## src/rtl/seg7_pkg.sv

```systemverilog
// Shared 7-segment definitions: digit codes, result record and decode/encode
// helpers. The accumulator's encoder uses the same table, so a code change
// here stays consistent on both sides of the loopback.
package seg7_pkg;

    // Segment codes, bit6=g .. bit0=a
    localparam logic [6:0] SEG_0 = 7'h3F;
    localparam logic [6:0] SEG_1 = 7'h06;
    localparam logic [6:0] SEG_2 = 7'h5B;
    localparam logic [6:0] SEG_3 = 7'h4F;
    localparam logic [6:0] SEG_4 = 7'h66;
    localparam logic [6:0] SEG_5 = 7'h6D;
    localparam logic [6:0] SEG_6 = 7'h7D;
    localparam logic [6:0] SEG_7 = 7'h07;
    localparam logic [6:0] SEG_8 = 7'h7F;
    localparam logic [6:0] SEG_9 = 7'h6F;

    // Number of digits in one frame (tens, ones)
    localparam int SEG7_DIGITS = 2;

    // One decoded frame as held in the output FIFO: {err, value}
    typedef struct packed {
        logic       err;
        logic [6:0] value;
    } seg7_result_t;

    // Map a segment code to its digit; ok=0 for any code outside the table.
    function automatic void seg7_decode(input logic [6:0] seg,
                                        output logic [3:0] digit,
                                        output bit ok);
        digit = 4'd0;
        ok    = 1'b1;
        case (seg)
            SEG_0:   digit = 4'd0;
            SEG_1:   digit = 4'd1;
            SEG_2:   digit = 4'd2;
            SEG_3:   digit = 4'd3;
            SEG_4:   digit = 4'd4;
            SEG_5:   digit = 4'd5;
            SEG_6:   digit = 4'd6;
            SEG_7:   digit = 4'd7;
            SEG_8:   digit = 4'd8;
            SEG_9:   digit = 4'd9;
            default: ok    = 1'b0;
        endcase
    endfunction

    // Inverse mapping used by the encoder; digits above 9 give a blank digit.
    function automatic logic [6:0] seg7_encode(input logic [3:0] digit);
        logic [6:0] seg;
        case (digit)
            4'd0:    seg = SEG_0;
            4'd1:    seg = SEG_1;
            4'd2:    seg = SEG_2;
            4'd3:    seg = SEG_3;
            4'd4:    seg = SEG_4;
            4'd5:    seg = SEG_5;
            4'd6:    seg = SEG_6;
            4'd7:    seg = SEG_7;
            4'd8:    seg = SEG_8;
            4'd9:    seg = SEG_9;
            default: seg = 7'h00;
        endcase
        return seg;
    endfunction

endpackage

```

## src/rtl/axis_sync_fifo.sv

```systemverilog
// Valid/ready FIFO with an explicit occupancy counter. Pointers are
// log2(DEPTH) bits and wrap naturally (DEPTH must be a power of two, >= 2).
// Output data is forced to zero while empty so the port is clean after reset.
module axis_sync_fifo #(
    parameter int W     = 8,
    parameter int DEPTH = 2
) (
    input  logic         clk,
    input  logic         rstn,
    input  logic         in_valid,
    output logic         in_ready,
    input  logic [W-1:0] in_data,
    output logic         out_valid,
    input  logic         out_ready,
    output logic [W-1:0] out_data
);

    localparam int AW   = $clog2(DEPTH);
    localparam int CNTW = $clog2(DEPTH + 1);

    logic [W-1:0]    mem [DEPTH];
    logic [AW-1:0]   wr_ptr_reg;
    logic [AW-1:0]   rd_ptr_reg;
    logic [CNTW-1:0] count_reg;
    logic [AW-1:0]   wr_ptr_next;
    logic [AW-1:0]   rd_ptr_next;
    logic [CNTW-1:0] count_next;
    logic            push;
    logic            pop;

    // Handshakes: full blocks the writer, so push and pop together only
    // happen below DEPTH and leave the occupancy unchanged.
    always_comb begin
        in_ready  = (count_reg != CNTW'(DEPTH));
        out_valid = (count_reg != '0);
        push      = in_valid && in_ready;
        pop       = out_valid && out_ready;
        out_data  = out_valid ? mem[rd_ptr_reg] : '0;
    end

    // Next-state for pointers and occupancy.
    always_comb begin
        wr_ptr_next = wr_ptr_reg;
        rd_ptr_next = rd_ptr_reg;
        count_next  = count_reg;
        if (push) begin
            wr_ptr_next = wr_ptr_reg + AW'(1);
        end
        if (pop) begin
            rd_ptr_next = rd_ptr_reg + AW'(1);
        end
        if (push && !pop) begin
            count_next = count_reg + CNTW'(1);
        end else if (pop && !push) begin
            count_next = count_reg - CNTW'(1);
        end
    end

    // Storage is not reset; the occupancy counter decides what is valid.
    always_ff @(posedge clk) begin
        if (push) begin
            mem[wr_ptr_reg] <= in_data;
        end
    end

    // Pointer and occupancy registers; reset discards all buffered entries.
    always_ff @(posedge clk or negedge rstn) begin
        if (!rstn) begin
            wr_ptr_reg <= '0;
            rd_ptr_reg <= '0;
            count_reg  <= '0;
        end else begin
            wr_ptr_reg <= wr_ptr_next;
            rd_ptr_reg <= rd_ptr_next;
            count_reg  <= count_next;
        end
    end

endmodule

```

## src/rtl/seg7_axis_decoder.sv

```systemverilog
// AXI-Stream sink for two-digit 7-segment frames. Each accepted frame is
// decoded to tens*10+ones (0..99) and queued as {err, value} for the master
// side. Illegal codes give value 0, err 1, and bump a saturating counter.
// Build option SEG7_DEC_DROP_INVALID_EN: illegal frames are still accepted
// and counted but never queued, so m_err stays 0.
module seg7_axis_decoder
    import seg7_pkg::*;
#(
    parameter int DEPTH = 2,
    parameter int CW    = 8
) (
    input  logic                  clk,
    input  logic                  rstn,
    input  logic                  s_valid,
    output logic                  s_ready,
    input  logic [1:0][6:0]       s_data,
    output logic                  m_valid,
    input  logic                  m_ready,
    output logic [6:0]            m_data,
    output logic                  m_err,
    output logic [CW-1:0]         err_count
);

    logic         frame_ok;
    logic [6:0]   frame_value;
    logic         accept;
    logic         store_en;
    logic         fifo_in_valid;
    seg7_result_t fifo_in;
    seg7_result_t fifo_out;
    logic [CW-1:0] err_count_reg;
    logic [CW-1:0] err_count_next;

    genvar gi;
    generate
        for (gi = 0; gi < SEG7_DIGITS; gi++) begin : g_digit
            logic [3:0] digit;
            bit         ok;
            // Look up one digit of the incoming frame in the shared table.
            always_comb begin
                digit = 4'd0;
                ok    = 1'b0;
                seg7_decode(s_data[gi], digit, ok);
            end
        end
    endgenerate

    // Combine digits; any illegal digit collapses the whole frame to 0/err.
    always_comb begin
        frame_ok    = g_digit[1].ok && g_digit[0].ok;
        frame_value = 7'd0;
        if (frame_ok) begin
            frame_value = 7'(g_digit[1].digit) * 7'd10 + 7'(g_digit[0].digit);
        end
        fifo_in.err   = !frame_ok;
        fifo_in.value = frame_value;
    end

    // Acceptance depends only on FIFO room; the write may still be suppressed.
    always_comb begin
        accept = s_valid && s_ready;
`ifdef SEG7_DEC_DROP_INVALID_EN
        store_en = frame_ok;
`else
        store_en = 1'b1;
`endif
        fifo_in_valid = s_valid && store_en;
    end

    axis_sync_fifo #(
        .W     ($bits(seg7_result_t)),
        .DEPTH (DEPTH)
    ) u_fifo (
        .clk       (clk),
        .rstn      (rstn),
        .in_valid  (fifo_in_valid),
        .in_ready  (s_ready),
        .in_data   (fifo_in),
        .out_valid (m_valid),
        .out_ready (m_ready),
        .out_data  (fifo_out)
    );

    // Error counter increments per accepted illegal frame and never wraps.
    always_comb begin
        err_count_next = err_count_reg;
        if (accept && !frame_ok && (err_count_reg != {CW{1'b1}})) begin
            err_count_next = err_count_reg + CW'(1);
        end
    end

    // Error counter register.
    always_ff @(posedge clk or negedge rstn) begin
        if (!rstn) begin
            err_count_reg <= '0;
        end else begin
            err_count_reg <= err_count_next;
        end
    end

    // Output mapping from the FIFO head.
    always_comb begin
        m_data    = fifo_out.value;
        m_err     = fifo_out.err;
        err_count = err_count_reg;
    end

endmodule

```

## config.mk

```make
export PLATFORM = sky130hd
export DESIGN_NAME = seg7_axis_decoder
export DESIGN_NICKNAME = d
export VERILOG_FILES = /design/src/rtl/seg7_pkg.sv /design/src/rtl/axis_sync_fifo.sv /design/src/rtl/seg7_axis_decoder.sv
export SDC_FILE = /design/constraint.sdc
export NUM_CORES = 1
export LEC_CHECK = 0
export CAP_MARGIN = 0
export CORE_MARGIN = 5
export CORE_UTILIZATION = 34
export DETAILED_ROUTE_END_ITERATION = 8
export PLACE_DENSITY = 0.55
export SLEW_MARGIN = 10
export SYNTH_ARGS = -nofsm -noshare
export SYNTH_HDL_FRONTEND = slang
export SYNTH_SLANG_ARGS = --single-unit
```

## constraint.sdc

```tcl
create_clock -name clk -period 2.5 [get_ports clk]
set_input_delay 0.5 -clock clk [delete_from_list [all_inputs] [get_ports clk]]
set_output_delay 0.5 -clock clk [all_outputs]
set_load 0.01 [all_outputs]
```

==> impl_metrics.ini <==
[yosys]
syn_area_sq_um = 1850
synth_top_cells_by_area = edfxtp_1 26%, dfrtp_1 16%, ha_1 5.4%, nor2_1 5.1%, mux2i_1 4.3%
syn_nets = 204
synth_commonest_cells = 25 x nor2_1, 16 x edfxtp_1, 12 x dfrtp_1, 10 x nand2_1, 9 x xor2_1
ys_seq_elements = 28
yosysUniqueCellTypes = 46
synth_enable_flop_cells = 16
ys.warnings.count = 0
yosysSeqAreaShare_pct = 42.2
syn_area_per_cell_sq_um = 10.5
synth_most_common_cell = nor2_1
synth.top_cell.area_share_pct = 25.9
synth_area_leader_cell = edfxtp_1
async_flop_share_pct = 42.9
syn_inst = 176
synth_ff_type = edfxtp_1

[global_routing]
gr-total-overflow = 0
grt.busiest_layer = met2
grt_first_pass_wirelength_um = 7000
use_met2_pct = 20.9
grt_pass1_vias = 1570
grtUsageMet1_pct = 14.5
grt_max_degree = 16
antenna_found_initial = 0
use_met3_pct = 1.97
grt_usage_pct = 11.8

[critical_path]
cp.arrival_ns = 2.49
rr_endpoint = err_count[1]
r2r-start = err_count[0]
endpoint = u_fifo.mem[0][6]
crit_start = s_data[13]
startpoint_type = primary input
r2r_cells = 5
worst_ep_required_time_ns = 2.53
crit_type = in -> reg
cp_max_fo = 4
end_kind = register
r2r_slack_ns = 0.84

[floorplanning]
ios = 36
chipHeight_um = 83.8
die_area_sq_um = 7020
row_count = 26
die_w_um = 83.8
start_util_pct = 35.6
core_area_sq_um = 5200

[sta]
layout_min_cycle_time_ns = 2.46
setup_ws_ns = 0.0371
skew_ns = 0.00819
slew_headroom_pct = 61.9
setup_violations = 0
rsz0062_at_grt = yes
finalHoldViolations = 0
final_max_slew_viol_count = 0
fmaxAchievable_mhz = 406
tightest_slew_ns = 0.569
fin_crit_sh_pct = 98.5

[finish]
syn2layout_area_growth_pct = 49.4
drive_above_1_share_pct = 35.8
largest_reg_flops = 16
design_area_sq_um = 2770
num_antenna_cells = 0
nNetsFinal = 283

[placement]
port_buffers = 35
post_dp_cell_area_sq_um = 2520
dpl_worst_slack_ns = -0.818
dpl.hpwl_um = 3200
gp_congestion = 0.773

[route]
ant_nets = 0
drt_pre_antenna_iters = 4
finalWirelength_um = 4260
drt_iter0_drc = 33
vias = 1586
wl_per_cell_um = 13.2
drc = 0
viasPerCell = 4.90

[cts]
cts_buffer_depth = 2
tritoncts_num_sinks = 28
cts_made_buffers = 3
cts_hold_buffers = 0
clock-root-buffer = clkbuf_8
cts.htree.levels = 1
clk_latency_ns = 0.27
cts_tree = done
clk_pin_slew_ns = 0.09

[pwr]
leakagePower_nw = 1.18
peakVddDrop_mv = 0.348
powerDensity_nw_per_um2 = 699

[worst_hold_path]
hold_class = reg -> reg

[run_status]
status = finished clean

[job]
cap_violations = 0
layout by cell type (no fill, tap or decap), types with 2 or more instances in the layout:
cell / instances
and3_1: 3
o21ai_1: 4
nand2b_1: 3
mux2i_1: 8
ha_4: 2
nor2b_1: 3
nand4_1: 8
buf_8: 2
xor2_1: 8
clkbuf_8: 4
edfxtp_1: 16
xnor2_1: 5
ha_1: 4
clkdlybuf4s50_1: 22
a21o_1: 2
buf_4: 43
nor3_1: 2
nor2_1: 23
o21ai_0: 2
nand3_1: 4
nor2_2: 2
nand2_1: 9
clkbuf_2: 7
and3_4: 2
and2_1: 2
ha_2: 2
buf_6: 3
inv_1: 7
a21oi_2: 3
a21oi_1: 4
mux2_1: 3
nor3_2: 2
dfrtp_1: 12
timing repair:
item,in CTS,in global routing
setup endpoints to repair,11,8
setup buffers,9,2
pin swaps,22,18
resized for setup,56,24
metrics by stage:
stage	setup TNS, ns	cells	utilization, %	power, W	hold WS, ns
5_1_grt	-0.0779	324	53.1	0.00207	0.538
4_1_cts	-0.124	323	52.3	0.00196	0.498
6_report	0	324	53.1	0.00193	0.498
3_5_place_dp	-8.57	310	48.4	0.00166	0.480
3_3_place_gp	-6.51	310	48.4	0.00164	0.480
2_1_floorplan	-0.859	176	-	0.00120	0.204
cells by family (layout without fill, tap and decap cells):
| kind of cell | after synthesis | count (layout) | share of synthesized area (%) |
|---|---|---|---|
| and+or+nand+nor | 77 | 77 | 23.3 |
| buffers and inverters | 13 | 91 | 3.78 |
| AOI/OAI and AO/OA | 21 | 21 | 8.99 |
| adders and majority gates | 10 | 10 | 7.57 |
| DFF | 28 | 28 | 42.2 |
| muxes | 13 | 13 | 7.57 |
| xor gates and xnor gates | 14 | 14 | 6.62 |
metal layers:
| metal | share of wire [%] | up-vias |
|---|---|---|
| met3 | 3.6 | 6 |
| met1 | 43 | 761 |
| met4 | 1.8 | 0 |
| li1 | - | 792 |
| met2 | 52 | 27 |
| met5 | 0 | - |
final cells by class:
class / count / area (sq um)
Fill cell: 493 / 2440
Multi-Input combinational cell: 135 / 1150
Sequential cell: 28 / 781
Timing Repair Buffer: 80 / 668
Tap cell: 70 / 87.6
Clock buffer: 4 / 55.1
Inverter: 7 / 26.3
power breakdown:
| group | leakage, nW | internal [W] | total, W | switching (W) |
|---|---|---|---|---|
| clock | 0.0288 | 0.000141 | 0.000274 | 0.000133 |
| sequential | 0.299 | 0.000636 | 0.000764 | 0.000128 |
| combinational | 0.849 | 0.000515 | 0.000896 | 0.000381 |
critical path, stage by stage:
cell and delay [ns]:
buf_8 0.10, nor4b_4 0.31, a31oi_4 0.05, nor3_2 0.14, a21o_1 0.13, ha_1 0.24, ha_2 0.19, fa_1 0.49
nand2_1 0.07, nor2_2 0.09, xnor2_1 0.12, nor2_1 0.06
how the worst min path moves through the flow:
stage,from,end,depth (start not counted)
CTS,u_fifo.wr_ptr_reg,u_fifo.wr_ptr_reg,1
global route,u_fifo.wr_ptr_reg,u_fifo.wr_ptr_reg,1
finish,u_fifo.wr_ptr_reg,u_fifo.wr_ptr_reg,1
global placement,u_fifo.count_reg[1],u_fifo.count_reg[1],1
detailed placement,u_fifo.wr_ptr_reg,u_fifo.wr_ptr_reg,1
floorplan,rstn,err_count[0],0
No activity file was read; power rests on OpenSTA's default activity.
